[config.mk]
export PLATFORM = sky130hd
export DESIGN_NAME = hs_pipe_chain
export DESIGN_NICKNAME = d
export VERILOG_FILES = /design/src/rtl/hs_pipe_chain.sv
export SDC_FILE = /design/constraint.sdc
export NUM_CORES = 1
export LEC_CHECK = 0
export ABC_CLOCK_PERIOD_IN_PS = 2600
export CORE_ASPECT_RATIO = 1.75
export CORE_MARGIN = 5
export CORE_UTILIZATION = 56
export CTS_BUF_LIST = sky130_fd_sc_hd__clkbuf_8
export CTS_CLUSTER_SIZE = 12
export DETAILED_ROUTE_END_ITERATION = 10
export PLACE_DENSITY = 0.76
export SETUP_SLACK_MARGIN = 0.1
export SYNTH_ARGS = -nofsm -noshare
export SYNTH_HDL_FRONTEND = slang
export SYNTH_SLANG_ARGS = --single-unit
[constraint.sdc]
create_clock -name clk -period 2.6 [get_ports clk]
set_input_delay 0.65 -clock clk [delete_from_list [all_inputs] [get_ports clk]]
set_output_delay 0.65 -clock clk [all_outputs]
set_load 0.005 [all_outputs]
[src/rtl/hs_pipe_chain.sv]
// Purpose: DEPTH valid/ready stages (MODE 0 forward registers, MODE 1 two-entry skid buffers) with flush and occupancy.
// Latency: DEPTH cycles from an accepted input beat to m_valid when draining freely; 1 beat/clk sustained.
// Backpressure: MODE 0 ready ripples combinationally from m_ready (holds DEPTH beats); MODE 1 ready is registered per stage (holds 2*DEPTH).
module hs_pipe_chain #(
  parameter int DW    = 8,
  parameter int DEPTH = 5,
  parameter int MODE  = 0,
  localparam int CNT_W = $clog2(2*DEPTH+1)
) (
  input  logic             clk,
  input  logic             rst,
  input  logic             flush,
  input  logic             s_valid,
  output logic             s_ready,
  input  logic [DW-1:0]    s_data,
  output logic             m_valid,
  input  logic             m_ready,
  output logic [DW-1:0]    m_data,
  output logic [CNT_W-1:0] occupancy
);

  // Per-stage state: main entry (mv/md) and skid entry (sv/sd, MODE 1 only)
  logic [DEPTH-1:0] mv;
  logic [DEPTH-1:0] sv;
  logic [DW-1:0]    md [DEPTH];
  logic [DW-1:0]    sd [DEPTH];

  // rdy[k] is stage k's upstream ready; rdy[k+1] is its downstream ready
  logic [DEPTH:0]   rdy;
  logic [DEPTH-1:0] up_vld;
  logic [DW-1:0]    up_dat [DEPTH];
  logic             live;
  logic             s_xfer;
  logic             m_xfer;

  // Ready chain, evaluated from the output end back toward the input
  always_comb begin
    rdy        = '0;
    rdy[DEPTH] = m_ready;
    for (int k = DEPTH - 1; k >= 0; k--) begin
      if (MODE == 1) rdy[k] = ~sv[k];
      else           rdy[k] = ~mv[k] | rdy[k+1];
    end
  end

  generate
    if (MODE == 1) begin : g_live
      logic run;
      // Registered enable: keeps the registered s_ready low until the first edge after reset
      always_ff @(posedge clk or negedge rst) begin
        if (!rst) run <= 1'b0;
        else      run <= 1'b1;
      end
      assign live = run;
    end else begin : g_live
      assign live = rst;
    end
  endgenerate

  assign s_ready = rdy[0] & live & ~flush;
  assign s_xfer  = s_valid & s_ready;
  assign m_valid = mv[DEPTH-1];
  assign m_data  = md[DEPTH-1];
  assign m_xfer  = m_valid & m_ready;

  // Upstream view of each stage: the source for stage 0, the previous stage's main entry otherwise
  always_comb begin
    up_vld = '0;
    for (int k = 0; k < DEPTH; k++) up_dat[k] = '0;
    up_vld[0] = s_xfer;
    up_dat[0] = s_data;
    for (int k = 1; k < DEPTH; k++) begin
      up_vld[k] = mv[k-1];
      up_dat[k] = md[k-1];
    end
  end

  // Stage storage: capture on upstream transfer, drain (or refill from skid) on downstream transfer
  always_ff @(posedge clk or negedge rst) begin
    if (!rst) begin
      mv <= '0;
      sv <= '0;
      for (int k = 0; k < DEPTH; k++) begin
        md[k] <= '0;
        sd[k] <= '0;
      end
    end else if (flush) begin
      mv <= '0;
      sv <= '0;
    end else begin
      for (int k = 0; k < DEPTH; k++) begin
        if (MODE == 1) begin
          if (up_vld[k] && rdy[k]) begin
            if (!mv[k] || rdy[k+1]) begin
              mv[k] <= 1'b1;
              md[k] <= up_dat[k];
            end else begin
              sv[k] <= 1'b1;
              sd[k] <= up_dat[k];
            end
          end else if (rdy[k+1]) begin
            if (sv[k]) begin
              md[k] <= sd[k];
              sv[k] <= 1'b0;
            end else begin
              mv[k] <= 1'b0;
            end
          end
        end else begin
          if (up_vld[k] && rdy[k]) begin
            mv[k] <= 1'b1;
            md[k] <= up_dat[k];
          end else if (rdy[k+1]) begin
            mv[k] <= 1'b0;
          end
        end
      end
    end
  end

  // Beat count: +1 per accepted input, -1 per delivered output, cleared by flush
  always_ff @(posedge clk or negedge rst) begin
    if (!rst) begin
      occupancy <= '0;
    end else if (flush) begin
      occupancy <= '0;
    end else if (s_xfer && !m_xfer) begin
      occupancy <= occupancy + CNT_W'(1);
    end else if (m_xfer && !s_xfer) begin
      occupancy <= occupancy - CNT_W'(1);
    end
  end

endmodule

==> flow_summary.rst, run 1 <==
.. list-table::
   :header-rows: 1

   * - Metric
     - Value
   * - Number of synthesized flops with an enable pin
     - 0
   * - Maximum resistive drop on vdd
     - 0.000439 V
   * - Standard cell with the maximum stage delay on the critical path
     - sky130_fd_sc_hd__and4b_2
   * - Power Dens Cells
     - 627 nW/µm²
   * - Final Hold Vio Count
     - 0
   * - Path category of the worst min-delay check
     - input pin to async pin
   * - Top-level I/O count
     - 27
   * - Mapped Area
     - 2170 µm²
   * - Vias
     - 1,289
   * - Drc violations
     - 0
   * - Final WL
     - 3.99 mm
   * - Placed cell count
     - 226
   * - Time the worst path needs with I/O delays and setup
     - 2.48 ns
   * - Dpl hpwl
     - 3.14 mm
   * - Setup repair after global routing missed its margin
     - no
   * - Slowest Stage Delay on Critical Path
     - 0.33 ns
   * - Number of buffers inserted during clock tree synthesis
     - 5
   * - Switch Pwr
     - 0.392 mW
   * - Required time reported for the critical path endpoint
     - 1.95 ns
   * - FF-to-FF Start
     - mv[4]
   * - Number of sinks on the clock net
     - 49
   * - Num rows
     - 30
   * - Register-to-Register Path Depth
     - 8
   * - Commonest cells in the synthesized netlist
     - sky130_fd_sc_hd__dfrtp_1 (49), sky130_fd_sc_hd__mux2_2 (32), sky130_fd_sc_hd__nor2_1 (9), sky130_fd_sc_hd__buf_4 (8), sky130_fd_sc_hd__mux2_4 (8)
   * - Transition time at the pin with the least slew margin
     - 0.500 ns
   * - Root Buffer Master
     - sky130_fd_sc_hd__clkbuf_8
   * - Number of antenna repair diodes
     - 0
   * - Number of DRC markers in iteration 0
     - 24
   * - Power share of the sequential group
     - 58.9%
   * - Yosys warnings
     - 0
   * - Total GRT Usage
     - 17.0%
   * - Largest net degree at the start of global routing
     - 42
   * - GRT Residual Overflow
     - 0
   * - Number of nets at the end of the flow
     - 202
   * - Arrival time at the worst endpoint
     - 1.83 ns
   * - Classification of the worst setup path
     - input pin to primary output
   * - Run status
     - complete, no violations
   * - Wire length of the first global-routing pass
     - 6.81 mm
   * - Leak Pwr
     - 1.24 nW
   * - Cells along the critical path
     - dlygate4sd2_1 -> and4b_2 -> nand3_1 -> and3b_1 -> dlygate4sd2_1
   * - Last weighted congestion value of the routability-driven placer
     - 0.827
   * - Gate Count Post-Synth
     - 154
   * - Nature of the critical path startpoint
     - input pin
   * - Combinational power share
     - 16.1%
   * - Max cap viols
     - 0
   * - Switching power as a share of total power
     - 23.8%
   * - CTS clock-pin slew for the worst setup and hold paths
     - 0.08 ns
   * - Count of different cell masters after synthesis
     - 37
   * - Final Total Pwr
     - 1.65 mW
   * - Synthesized Nets
     - 170
   * - Post-synthesis sequential element count
     - 49
   * - Antenna Violating Nets Remaining
     - 0
   * - Synth area leaders
     - sky130_fd_sc_hd__dfrtp_1 (57%), sky130_fd_sc_hd__mux2_2 (17%), sky130_fd_sc_hd__mux2_4 (5.5%)
   * - Final-report setup violation count
     - 0
   * - Maximum root-to-sink buffer count
     - 2
   * - TritonCTS clock tree
     - built
   * - Relative slew slack
     - 66.6%
   * - Top cell type's share of synthesized area
     - 56.5%
   * - Destination of the worst register-to-register timing path
     - occupancy[3]
   * - CP Capture Type
     - primary output
   * - Detailed Routing Iterations Pass 1
     - 4
   * - Mean instance size in the synthesized netlist
     - 14.1 µm²
   * - P&R area growth vs syn
     - 21.2%
   * - Synth Flop Type
     - sky130_fd_sc_hd__dfrtp_1
   * - Highest attainable clock frequency
     - 403 MHz
   * - Setup slack of the worst register-to-register path
     - 0.39 ns
   * - H-tree Lvls
     - 2
   * - Routed WL per cell
     - 17.0 µm
   * - Portion of total power attributed to the clock network
     - 25.0%
   * - Area of the core
     - 3830 µm²
   * - Sequential share of the synthesized area
     - 56.5%
   * - Critical path fanouts, max
     - 4
   * - Die height
     - 92.3 µm
   * - Library cell with the highest instance count after synthesis
     - sky130_fd_sc_hd__dfrtp_1
   * - Clk Latency, worst-skew pair
     - 0.29 ns
   * - Crit share post-route
     - 95.5%
   * - Quantity of I/O buffers inserted on ports
     - 26
   * - Number of antenna violations at the first check in global routing
     - 0
   * - Floorplan die area
     - 5270 µm²
   * - CTS Hold Bufs
     - 0
   * - Top cell type by total area after synthesis
     - sky130_fd_sc_hd__dfrtp_1
   * - Worst-case clock skew
     - 0.00644 ns
   * - Internal cell power
     - 1.26 mW
   * - Share of flip-flops with an asynchronous set or reset after synthesis
     - 100%
   * - Vias in the first global route
     - 1,419
   * - Share of final-layout standard cells stronger than drive strength 1
     - 36.9%
   * - Final count of pins violating max slew
     - 0
   * - Crit-path most repeated cell
     - sky130_fd_sc_hd__dlygate4sd2_1
   * - DIE WIDTH
     - 57.1 µm
   * - Initial core utilization
     - 56.7%
   * - Post-route non-filler standard cell count
     - 235
   * - DR vias/cell
     - 5.49
   * - Final core occ
     - 68.7%
[per-stage QoR]
stage               setup TNS [ns]  instance area (µm²)  worst slack [ns]  hold WS (ns)
floorplan                        0                 2200             0.135         0.354
global placement            -0.705                 2510            -0.257         0.484
detailed placement          -0.961                 2510            -0.319         0.492
CTS                              0                 2600             0.105         0.301
global route                     0                 2630            0.0577         0.300
finish                           0                 2630             0.117         0.309
[worst max path at each step]
stage                     startpoint           end  slack, ns  cells after the start
after floorplan              m_ready  occupancy[3]       0.13                      9
after global placement       m_ready       s_ready      -0.26                      5
after detailed placement     m_ready  occupancy[3]      -0.32                      9
after CTS                      flush  occupancy[3]       0.10                      9
after global routing         m_ready       s_ready       0.06                      5
final                        m_ready       s_ready       0.12                      5
[layer usage]
metal	routed length, µm	share of wire [%]	up-vias	track usage [%]
li1	-	-	601	-
met1	1450	36	654	18.7
met2	2300	58	25	30.6
met3	132	3.3	9	3.63
met4	108	2.7	0	7.35
met5	0	0	-	0
[power groups by stage]
stage	clock (mW)	sequential (mW)	combinational [mW]
2_1_floorplan	0	0.958	0.184
3_3_place_gp	0	0.975	0.246
3_5_place_dp	0	0.990	0.263
4_1_cts	0.424	0.975	0.263
5_1_grt	0.467	0.990	0.288
6_report	0.412	0.972	0.265
[repair_timing]
action / 4_1_cts / 5_1_grt
pin swaps: 0 / 3
setup buffers: 0 / 1
gates resized for setup: 3 / 5
setup endpoints to repair: 3 / 2
[layout by cell type (no fill, tap or decap), drive strengths merged, types with 2 or more instances in the layout]
cell,count
nand3,2
nor3,2
o21ai,2
and3b,2
clkdlybuf4s50,21
or3b,3
a211oi,2
and2,2
nor2,9
buf,12
nand2,4
inv,5
mux2,40
dlygate4sd2,2
clkbuf,5
nand3b,2
dfrtp,49
a21oi,5
dlymetal6s2s,2
ha,2
[cell type report]
type                            count  area (µm²)
Sequential cell                    49        1230
Fill cell                         303        1200
Multi-Input combinational cell     90         891
Timing Repair Buffer               37         357
Clock buffer                        5        68.8
Tap cell                           48        60.1
Clock inverter                      3        15.0
Inverter                            3        11.3
[kinds of logic after synthesis]
group,after synthesis,synth area share (%)
AO/OA/AOI/OAI,14,5.48
XOR/XNOR,1,0.404
adder cells (fa/ha/maj),3,2.08
buffers and inverters,15,4.73
flip-flops,49,56.5
multiplexers,40,22.1
AND/OR/NAND/NOR,32,8.65
[worst max-delay path: cells and delay by family]
kind          cells  cell delay (ns)
simple gates      3             0.66
buf+inv           2             0.52
[flip-flops by register name (all words and copies together), names as in the netlist]
signal	flops
md	32
m_data	8
mv	5
occupancy	4
Note: power is estimated with default switching activity, not from simulation.
==> run 2, diff against run 1 <==
--- a/config.mk
+++ b/config.mk
@@ -6,6 +6,7 @@
 export NUM_CORES = 1
 export LEC_CHECK = 0
 export ABC_CLOCK_PERIOD_IN_PS = 2600
+export CAP_MARGIN = 20
 export CORE_ASPECT_RATIO = 1.75
 export CORE_MARGIN = 5
 export CORE_UTILIZATION = 56
==> results of run 2 <==
The final DEF is identical to that of run 1; final timing and power are the same.
==> run 3, diff against run 2 <==
--- a/config.mk
+++ b/config.mk
@@ -10,7 +10,7 @@
 export CORE_ASPECT_RATIO = 1.75
 export CORE_MARGIN = 5
 export CORE_UTILIZATION = 56
-export CTS_BUF_LIST = sky130_fd_sc_hd__clkbuf_8
+export CTS_BUF_LIST = sky130_fd_sc_hd__clkbuf_2 sky130_fd_sc_hd__clkbuf_4 sky130_fd_sc_hd__clkbuf_8
 export CTS_CLUSTER_SIZE = 12
 export DETAILED_ROUTE_END_ITERATION = 10
 export PLACE_DENSITY = 0.76
==> run 3 against run 2 <==
Count of clock-buffer cells in the layout is 2 higher. Largest power group unchanged. Critical path type unchanged. Utilization is 0.20 points higher. Flip-flop and latch count did not move. Non-clock buffer count unchanged. Combinational power barely moved. Sequential share of layout area shrank 0.13 points. Global-route usage fell by 0.063 points. Worst setup slack hardly changed. Final cell count is the same. Die area unchanged. Cell area up 0.29%. Clock skew about the same. Highest routed layer unchanged.
==> flow_summary.rst, run 3 (synthesis results as in run 1) <==
.. list-table::
   :header-rows: 1

   * - Metric
     - Value
   * - Nature of the critical path startpoint
     - input pin
   * - Number of sinks on the clock net
     - 49 (unchanged)
   * - P&R area growth vs syn
     - 21.5%
   * - Placed cell count
     - 226 (unchanged)
   * - Critical path fanouts, max
     - 4 (unchanged)
   * - Initial core utilization
     - 56.7% (unchanged)
   * - Top-level I/O count
     - 27 (unchanged)
   * - Final WL
     - 3.98 mm (-0.28%)
   * - Classification of the worst setup path
     - input pin to primary output
   * - Relative slew slack
     - 67.1% (+0.49 points)
   * - CTS Hold Bufs
     - 0 (unchanged)
   * - Die height
     - 92.3 µm (unchanged)
   * - Run status
     - complete, no violations
   * - Maximum resistive drop on vdd
     - 0.000439 V (about the same)
   * - Setup repair after global routing missed its margin
     - no
   * - Vias
     - 1,280 (-0.70%)
   * - Leak Pwr
     - 1.24 nW (-0.12%)
   * - Total Neg Setup Slack
     - 0 ns (unchanged)
   * - Final Hold Vio Count
     - 0 (unchanged)
   * - Antenna Violating Nets Remaining
     - 0 (unchanged)
   * - Time the worst path needs with I/O delays and setup
     - 2.48 ns (-0.00000100 ns)
   * - Transition time at the pin with the least slew margin
     - 0.493 ns (-0.00742 ns)
   * - CTS clock-pin slew for the worst setup and hold paths
     - 0.08 ns (about the same)
   * - Detailed Routing Iterations Pass 1
     - 4 (unchanged)
   * - DIE WIDTH
     - 57.1 µm (unchanged)
   * - Power Dens Cells
     - 635 nW/µm² (+1.2%)
   * - Register-to-Register Path Depth
     - 8 (unchanged)
   * - Path category of the worst min-delay check
     - input pin to async pin
   * - Final count of pins violating max slew
     - 0 (unchanged)
   * - FF-to-FF Start
     - mv[4]
   * - Total GRT Usage
     - 16.9% (-0.063 points)
   * - Routed WL per cell
     - 16.9 µm (-0.28%)
   * - DR vias/cell
     - 5.45 (-0.70%)
   * - CP Capture Type
     - primary output
   * - Most common library cell in the layout ignoring fill and taps
     - sky130_fd_sc_hd__dfrtp_1
   * - Largest net degree at the start of global routing
     - 42 (unchanged)
   * - Number of antenna repair diodes
     - 0 (unchanged)
   * - Number of nets at the end of the flow
     - 202 (unchanged)
   * - Root Buffer Master
     - sky130_fd_sc_hd__clkbuf_8
   * - Destination of the worst register-to-register timing path
     - occupancy[3]
   * - Num rows
     - 30 (unchanged)
   * - GRT Residual Overflow
     - 0 (unchanged)
   * - Largest register FFs
     - 32 (unchanged)
   * - Most frequent cells in the layout
     - sky130_fd_sc_hd__dfrtp_1 (49), sky130_fd_sc_hd__mux2_2 (32), sky130_fd_sc_hd__clkdlybuf4s50_1 (21)
   * - Max cap viols
     - 0 (unchanged)
   * - Arrival time at the worst endpoint
     - 1.83 ns (about the same)
   * - H-tree Lvls
     - 2 (unchanged)
   * - Share of final-layout standard cells stronger than drive strength 1
     - 38.0% (+1.1 points)
   * - Area of the core
     - 3830 µm² (unchanged)
   * - Maximum root-to-sink buffer count
     - 2 (unchanged)
   * - Last weighted congestion value of the routability-driven placer
     - 0.827 (unchanged)
   * - Crit share post-route
     - 95.5% (about the same)
   * - Clk Latency, worst-skew pair
     - 0.29 ns (about the same)
   * - Final-report setup violation count
     - 0 (unchanged)
   * - Worst-case clock skew
     - 0.00596 ns (-0.000483 ns)
   * - Number of buffers inserted during clock tree synthesis
     - 5 (unchanged)
   * - Floorplan die area
     - 5270 µm² (unchanged)
   * - Area post-placement
     - 2510 µm² (unchanged)
   * - Worst hold slack
     - 0.311 ns (+0.00186 ns)
   * - Final core occ
     - 68.9% (+0.20 points)
   * - Highest attainable clock frequency
     - 403 MHz (unchanged)
   * - Number of DRC markers in iteration 0
     - 18 (-25%)
   * - Required time reported for the critical path endpoint
     - 1.95 ns (about the same)
   * - Post-route non-filler standard cell count
     - 235 (unchanged)
   * - Vias in the first global route
     - 1,414 (-0.35%)
   * - Post-route cell area
     - 2640 µm² (+0.29%)
   * - Top register by number of flip-flops
     - md
   * - Dpl hpwl
     - 3.14 mm (unchanged)
   * - Quantity of I/O buffers inserted on ports
     - 26 (unchanged)
   * - Setup slack of the worst register-to-register path
     - 0.39 ns (about the same)
   * - TritonCTS clock tree
     - built
   * - Drc violations
     - 0 (unchanged)
   * - Wire length of the first global-routing pass
     - 6.80 mm (-0.10%)
   * - Number of antenna violations at the first check in global routing
     - 0 (unchanged)
==> run 3: per-layer routing <==
layer / GRT usage, % / wire (µm) / vias up
li1: - / - / 601
met1: 18.7 / 1440 / 645
met2: 30.4 / 2300 / 25
met3: 3.63 / 133 / 9
met4: 7.35 / 108 / 0
met5: 0 / 0 / -
==> run 3: cell type report <==
type	count	area, µm²
fillers	304	1190
clock inverters	1	7.51
well taps	48	60.1
clock buffers	7	83.8
multi-input cells	90	891
inverters	3	11.3
repair buffers	37	357
flip-flops and latches	49	1230
==> run 3: through the flow <==
| step | setup WS (ns) | total power, mW |
|---|---|---|
| floorplan | 0.135 | 1.14 |
| global placement | -0.257 | 1.22 |
| detailed placement | -0.319 | 1.25 |
| CTS | 0.105 | 1.69 |
| global route | 0.0577 | 1.77 |
| finish | 0.117 | 1.67 |
==> run 3: worst max-delay path by stage <==
stage                        from           end  slack (ns)
after global placement    m_ready       s_ready       -0.26
after detailed placement  m_ready  occupancy[3]       -0.32
after floorplan           m_ready  occupancy[3]        0.13
final                     m_ready       s_ready        0.12
after global routing      m_ready       s_ready        0.06
after CTS                   flush  occupancy[3]        0.10
==> run 3: critical path, cell delays in order <==
cell                            delay [ns]
sky130_fd_sc_hd__dlygate4sd2_1        0.26
sky130_fd_sc_hd__and4b_2              0.33
sky130_fd_sc_hd__nand3_1              0.11
sky130_fd_sc_hd__and3b_1              0.22
sky130_fd_sc_hd__dlygate4sd2_1        0.26
==> run 3: report_power, final <==
part | total [mW] | switching [mW] | internal, mW
registers | 0.972 | 0.0769 | 0.895
clock network | 0.438 | 0.226 | 0.211
logic | 0.264 | 0.0853 | 0.179
==> run 3: repair_timing <==
| action | 4_1_cts | 5_1_grt |
|---|---|---|
| pin swaps | 0 | 3 |
| buffers inserted | 0 | 1 |
| endpoints found under the setup margin | 3 | 2 |
| hold endpoints to repair | 0 | 0 |
| gates resized for setup | 3 | 5 |
